### config.mk
export PLATFORM = sky130hd
export DESIGN_NAME = gt_vortex_dma_rd_arb
export DESIGN_NICKNAME = d
export VERILOG_FILES = /design/src/rtl/gt_vortex_dma_rd_arb.sv
export SDC_FILE = /design/constraint.sdc
export NUM_CORES = 1
export LEC_CHECK = 0
export ABC_AREA = 1
export BUFFER_PORTS_ARGS = -buffer_cell sky130_fd_sc_hd__buf_2
export CORE_UTILIZATION = 30
export DETAILED_ROUTE_END_ITERATION = 7
export GPL_TIMING_DRIVEN = 0
export HOLD_SLACK_MARGIN = 0.06
export PLACE_DENSITY = 0.61
export REMOVE_ABC_BUFFERS = 1
export SYNTH_ARGS = -nofsm -noshare
export SYNTH_HDL_FRONTEND = slang
export SYNTH_SLANG_ARGS = --single-unit
export TNS_END_PERCENT = 30
### constraint.sdc
create_clock -name clk -period 2 [get_ports clk]
set_clock_uncertainty 0.2 [all_clocks]
set_input_delay 0.2 -clock clk [delete_from_list [all_inputs] [get_ports clk]]
set_output_delay 0.2 -clock clk [all_outputs]
set_load 0.01 [all_outputs]
### src/rtl/gt_vortex_dma_rd_arb.sv
// Two-requester arbiter for a shared DMA read channel: alternating priority on ties,
// one transaction owns the DMA from grant until its final data beat.
module gt_vortex_dma_rd_arb #(
  parameter int unsigned RESET_PRIO = 0
) (
  input  logic        clk,
  input  logic        rst,
  input  logic [1:0]  rq_ctrl_valid,
  output logic [1:0]  rq_ctrl_ready,
  input  logic [63:0] rq_ctrl_data_index,
  input  logic [63:0] rq_ctrl_data_length,
  input  logic [5:0]  rq_ctrl_data_size,
  output logic [1:0]  rq_chnl_valid,
  input  logic [1:0]  rq_chnl_ready,
  output logic [63:0] rq_chnl_data,
  output logic        dma_read_ctrl_valid,
  input  logic        dma_read_ctrl_ready,
  output logic [31:0] dma_read_ctrl_data_index,
  output logic [31:0] dma_read_ctrl_data_length,
  output logic [2:0]  dma_read_ctrl_data_size,
  input  logic        dma_read_chnl_valid,
  output logic        dma_read_chnl_ready,
  input  logic [63:0] dma_read_chnl_data,
  output logic [1:0]  owner
);

  typedef enum logic [1:0] {
    S_IDLE,
    S_CTRL,
    S_DATA
  } state_t;

  // Pointer resets to the loser so RESET_PRIO takes the first tie.
  localparam logic LAST_RST = (RESET_PRIO == 0) ? 1'b1 : 1'b0;

  state_t      r_state;
  logic [1:0]  r_owner;
  logic        r_last;
  logic [31:0] r_idx;
  logic [31:0] r_len;
  logic [2:0]  r_size;
  logic [31:0] r_cnt;

  logic        w_any;
  logic        w_win;
  logic        w_zero_len;
  logic        w_beat;
  logic [31:0] w_idx;
  logic [31:0] w_len;
  logic [2:0]  w_size;

  always_comb begin
    w_any = |rq_ctrl_valid;
    if (&rq_ctrl_valid) w_win = ~r_last;
    else                w_win = rq_ctrl_valid[1];
    w_idx  = w_win ? rq_ctrl_data_index[63:32]  : rq_ctrl_data_index[31:0];
    w_len  = w_win ? rq_ctrl_data_length[63:32] : rq_ctrl_data_length[31:0];
    w_size = w_win ? rq_ctrl_data_size[5:3]     : rq_ctrl_data_size[2:0];
    w_zero_len = (r_len == '0);
  end

  // Handshake steering is combinational on top of the registered state/owner.
  always_comb begin
    dma_read_ctrl_valid       = (r_state == S_CTRL) && !w_zero_len;
    dma_read_ctrl_data_index  = r_idx;
    dma_read_ctrl_data_length = r_len;
    dma_read_ctrl_data_size   = r_size;
    rq_ctrl_ready             = '0;
    if (r_state == S_CTRL && (w_zero_len || dma_read_ctrl_ready))
      rq_ctrl_ready = r_owner;
    rq_chnl_valid       = '0;
    dma_read_chnl_ready = 1'b0;
    if (r_state == S_DATA) begin
      rq_chnl_valid       = dma_read_chnl_valid ? r_owner : 2'b00;
      dma_read_chnl_ready = |(r_owner & rq_chnl_ready);
    end
    rq_chnl_data = dma_read_chnl_data;
    owner        = r_owner;
    w_beat       = (r_state == S_DATA) && dma_read_chnl_valid && dma_read_chnl_ready;
  end

  always_ff @(posedge clk or negedge rst) begin
    if (!rst) begin
      r_state <= S_IDLE;
      r_owner <= '0;
      r_last  <= LAST_RST;
      r_idx   <= '0;
      r_len   <= '0;
      r_size  <= '0;
      r_cnt   <= '0;
    end else begin
      case (r_state)
        S_IDLE: begin
          if (w_any) begin
            r_state <= S_CTRL;
            r_owner <= w_win ? 2'b10 : 2'b01;
            r_last  <= w_win;
            r_idx   <= w_idx;
            r_len   <= w_len;
            r_size  <= w_size;
          end
        end
        S_CTRL: begin
          if (w_zero_len) begin
            r_state <= S_IDLE;
            r_owner <= '0;
          end else if (dma_read_ctrl_ready) begin
            r_cnt   <= r_len;
            r_state <= S_DATA;
          end
        end
        S_DATA: begin
          if (w_beat) begin
            r_cnt <= r_cnt - 32'd1;
            if (r_cnt == 32'd1) begin
              r_state <= S_IDLE;
              r_owner <= '0;
            end
          end
        end
        default: begin
          r_state <= S_IDLE;
          r_owner <= '0;
        end
      endcase
    end
  end

endmodule

# --- Word-level counts from Yosys, hierarchy flattened ---
# Index checks and enable logic that the tools add are counted.
totals:
  ff_bits: 104
  latchBits: 0
  mem_bits_rw: 0
  mem_bits_ro: 0
  input_bits: 206
  output_inout_bits: 139
  wordCells: 58
  mem_count: 0
op_classes:
  n_addsub: 1
  n_mul: 0
  n_div: 0
  magnitude_cmp: 0
  eq_ne: 10
  shift: 0
  muxes: 22
  bitwise: 2
  n_reduce_logical: 16
ops:
  columns: ["cell", "n"]
  rows:
  - ["$mux 32", 5]
  - ["$pmux 32 s2", 1]
  - ["$eq 32x1->1 const B", 1]
  - ["$logic_not 32->1", 1]
  - ["$sub 32x1->32 const B", 1]
  - ["$mux 2", 11]
  - ["$pmux 2 s3", 2]
  - ["$reduce_and 4->1", 3]
  - ["$ne 2x2->1 const B", 5]
  - ["$logic_and 1x1->1", 4]
  - ["$reduce_and 2->1", 2]
  - ["$reduce_or 2->1", 2]
  - ["$mux 3", 1]
  - ["$ne 3x3->1 const B", 1]
  - ["$and 2x2->2", 1]
  - ["$eq 2x1->1 const B", 1]
  - ["$eq 2x2->1 const B", 1]
  - ["$logic_not 2->1", 1]
  - ["$mux 1", 2]
  - ["$ne 2x1->1 const B", 1]
  - ["$reduce_bool 2->1", 1]
  - ["$logic_not 1->1", 1]
  - ["$logic_or 1x1->1", 1]
  - ["$not 1->1", 1]

# --- Logic depth before layout (Yosys ltp) ---
logic_depth:
  depth_word: 6
  ltp_mapped: 11
  mapped_depth_nobuf: 11

# --- Worst setup path after synthesis ---
# No wires, ideal clock.
synth_path:
  path_type: "register -> register"
  from: "register r_cnt[0]"
  to: "register r_cnt[20]"
  setup_time_ns: 0.116
  arrival_time_ns: 1.379
  t_required_ns: 1.684
  slack_ns: 0.304
  stages_incl_launch_ff: 12
  n_path_buf: 0
  cell_sequence: "dfrtp_1 inv_1 ha_1 nand2_1 nor2_4 nand2_2 inv_1 nand3_1 nand3_1 nand2_1 nand2_1 nand2_1"
synth_via:
  elab_chain_len: 3
synth_rtl:
  columns: ["item", "line_no", "rtl"]
  rows:
  - ["from (decl)", "42", "logic [31:0] r_cnt;"]
  - ["from (signal assigned)", "108", "r_cnt <= r_len;"]
  - ["from (signal assigned)", "114", "r_cnt <= r_cnt - 32'd1;"]
  - ["$sub 32x1->32", "114", null]
  - ["$mux 32", "113", "if (w_beat) begin"]
  - ["$pmux 32 s2", "92", "case (r_state)"]
# No other way between the ends. The select of a mux whose other input is x is not followed.
# A chain may end at the register's enable or synchronous reset.

# --- Final worst setup path ---
layout_path:
  from: "register r_len[14], in the netlist dma_read_ctrl_data_length[14]"
  to: "output rq_ctrl_ready[0]"
layout_via:
  elab_chain_len: 4
layout_rtl:
  columns: ["item", "line_no", "rtl"]
  rows:
  - ["from (decl)", "40", "logic [31:0] r_len;"]
  - ["from (signal assigned)", "99", "r_len <= w_len;"]
  - ["$logic_not 32->1", "59", "w_zero_len = (r_len == '0);"]
  - ["$logic_or 1x1->1", "69", "if (r_state == S_CTRL && (w_zero_len || dma_read_ctrl_ready))"]
  - ["$logic_and 1x1->1", "69", null]
  - ["$mux 2", "69", null]
  - ["to (decl)", "9", "output logic [1:0] rq_ctrl_ready,"]
# No other way between the ends.

==> results_dict.tcl <==
set metrics [dict create \
    ir_drop_mv 0.594 \
    tritoncts "done" \
    core-area_sq_um 21200 \
    endpoint_kind "output port" \
    cp-start-kind "flip-flop" \
    drc 0 \
    syn_inst 950 \
    crit_family "simple AND/OR/NAND/NOR gates" \
    grt-ovfl-total 0 \
    critPathBufInv 1 \
    failed_checks "setup timing" \
    hpwl_um 19100 \
    clock_path_buffers 2 \
    pin_count 345 \
    dieHeight_um 149 \
    vias 7626 \
    io_buffers 216 \
    cts_root_buf "clkbuf_16" \
    tightest_slew_ns 0.587 \
    synth_cell_types 31 \
    cp.required_ns 1.60 \
    worst_path_max_delay_cell "dfrtp_1" \
    yosysTopAreaCell "dfrtp_1" \
    area_growth_pct 45.1 \
    cts_num_sinks 104 \
    drt_pass1_iterations 5 \
    placementRows 53 \
    syn-cell-area_sq_um 6510 \
    grt_max_degree 69 \
    antenna_found_initial 1 \
    drive_gt1_frac 0.250 \
    layout.nets 1447 \
    slew_headroom 0.609 \
    max_stage_delay_ns 0.42 \
    layout_commonest_cell "nand2_1" \
    critPathArrivalTime_ns 1.73 \
    crit_fanout 3 \
    synth_top_area_frac 0.396 \
    final_antenna_net_count 0 \
    status "finished with violations" \
    grt_first_pass_wirelength_um 44900 \
    cp_common_cell "nor2_1" \
    layout_setup_ws_ns -0.127 \
    fill_cells 2065 \
    n_antenna_cell 0 \
    h-tree-depth 3 \
    hold_path_class "primary input to flip-flop" \
    routed_wl_um 30300 \
    post-route-util 0.447 \
    dieArea_sq_um 22300 \
    yosysWarningCount 0 \
    power_density_nw_per_um2 1410 \
    syn_avg_cell_area_sq_um 6.86 \
    finalCritPeriodShare 1.06 \
    drv_slew 0 \
    via_per_inst 5.02 \
    synth-seq-cells 104 \
    grt_usage 0.271 \
    finalSetupViolations 35 \
    maxCapViolations 0 \
    finalCriticalPeriod_ns 2.13 \
    path_clk_slew_ns 0.08 \
    wl_per_cell_um 20.0 \
    insertion_delay_ns 0.36 \
    synth_area_leaders "dfrtp_1 (40%), nand2_1 (16%), o21ai_0 (9.5%), nor2_1 (8.5%), buf_4 (7.4%)" \
    start_util 0.308 \
    rsz0062_at_grt "true" \
    finalPower_mw 13.4 \
    yosysSeqAreaShare 0.400 \
    cts_made_buffers 9 \
    die_w_um 149 \
    fmax_mhz 470 \
    power.leakage_nw 4.70 \
    gp_congestion 0.887 \
    crit_path_cell_trace "nor2_1, nand3_1, nor2_1, nand2_2, nor2_4, o21ai_2, nor2_1, buf_2" \
    mostFrequentLayoutCells "nand2_1 (263), buf_2 (215), dlygate4sd3_1 (137)" \
    grt_pass1_vias 7404 \
    dr.first_iter.drc_count 543 \
    criticalPathCategory "flip-flop to output port" \
    hold_viol 0 \
]
[power by group]
part | internal, mW | leakage [nW] | switching [mW]
combinational | 2.81 | 3.30 | 4.69
clock | 0.863 | 0.127 | 0.876
sequential | 3.17 | 1.27 | 0.972
total | 6.85 | 4.70 | 6.53
[final cells by class]
cell class,instances,area (sq um),share of cell area
tap,275,344,0.0364
clock buffer,10,229,0.0242
multi-input combinational,670,3150,0.333
timing repair buffer,377,2760,0.292
timing repair inverter,1,6.26,0.000662
clock inverter,6,51.3,0.00543
inverter,76,305,0.0323
sequential,104,2610,0.276
[tightest hold or removal path, stage by stage]
cell	delay, ns
buf_2	0.09
inv_1	0.08
o22ai_4	0.08
nand2_4	0.08
o21ai_0	0.08
nand2_1	0.06
[state kept, by name (all words and copies together), names as in the netlist]
| name | count |
|---|---|
| dma_read_ctrl_data_length | 32 |
| dma_read_ctrl_data_index | 32 |
| r_cnt | 32 |
| dma_read_ctrl_data_size | 3 |
| owner | 2 |
| r_state | 2 |
| r_last | 1 |
[Yosys cell counts]
cell / count
nand4_1: 6
o21ai_0: 124
buf_6: 3
nor2_1: 147
clkbuf_2: 2
a21oi_1: 3
inv_2: 6
a21oi_4: 1
o22ai_1: 21
buf_2: 17
buf_4: 64
a31oi_1: 1
nand3_2: 1
nor3_1: 4
nand2_4: 1
nand2_1: 272
ha_1: 2
or2_2: 1
a22oi_1: 2
dfstp_2: 1
inv_1: 70
o21ai_2: 1
nand2_2: 2
dfrtp_1: 103
o22ai_4: 1
nor2_4: 3
nand3_1: 47
o21bai_1: 7
o21ai_1: 14
nor2_2: 4
clkbuf_1: 19
[timing repair]
item / CTS / global route
gates resized for setup: 18 / 29
hold buffers: 137 / 0
buffers inserted: 14 / 5
pin swaps: 8 / 9
gates cloned: 5 / 2
hold endpoints to repair: 108 / 0
setup endpoints to repair: 107 / 56
[metal layers]
metal  global-route usage  part of all wire
met1                0.337              0.40
met2                0.384              0.43
met3                0.154              0.14
met4               0.0923             0.030
met5               0.0636            0.0067
[worst paths after layout]
| kind | slack [ns] | start | end | cells past startpoint |
|---|---|---|---|---|
| setup / recovery | -0.13 | dma_read_ctrl_data_length[14] | rq_ctrl_ready[0] | 8 |
| hold / removal | 0.15 | rq_chnl_ready[0] | r_state[1] | 6 |
| setup reg to reg | -0.06 | dma_read_ctrl_data_length[14] | r_cnt[17] | 12 |
| hold reg to reg | 0.28 | r_last | r_last | 2 |
| max in group asynchronous | 0.65 | rst | r_cnt[12] | 3 |
| min in group asynchronous | 0.19 | rst | owner[1] | 2 |
[per-stage QoR]
stage | instances | setup TNS, ns | hold WS (ns) | instance area, sq um | setup slack [ns]
after floorplan | 845 | -117.85 | -0.296 | 5830 | -1.41
after global placement | 1336 | -409.04 | 0.200 | 7260 | -3.31
after detailed placement | 1340 | -65.89 | 0.0259 | 7370 | -0.890
after CTS | 1512 | -0.198 | 0.147 | 9290 | -0.108
after global routing | 1519 | -3.36 | 0.188 | 9460 | -0.177
final | 1519 | -1.34 | 0.152 | 9460 | -0.127
[cell families (layout without fill, tap and decap cells)]
family          Yosys count  count (layout)  synth area share
buf+inv                 181             470             0.148
fa+ha+maj                 2               2           0.00384
compound gates          175             175             0.147
simple gates            488             493             0.302
flops                   104             104             0.400
No activity file was read; power rests on OpenSTA's default activity.
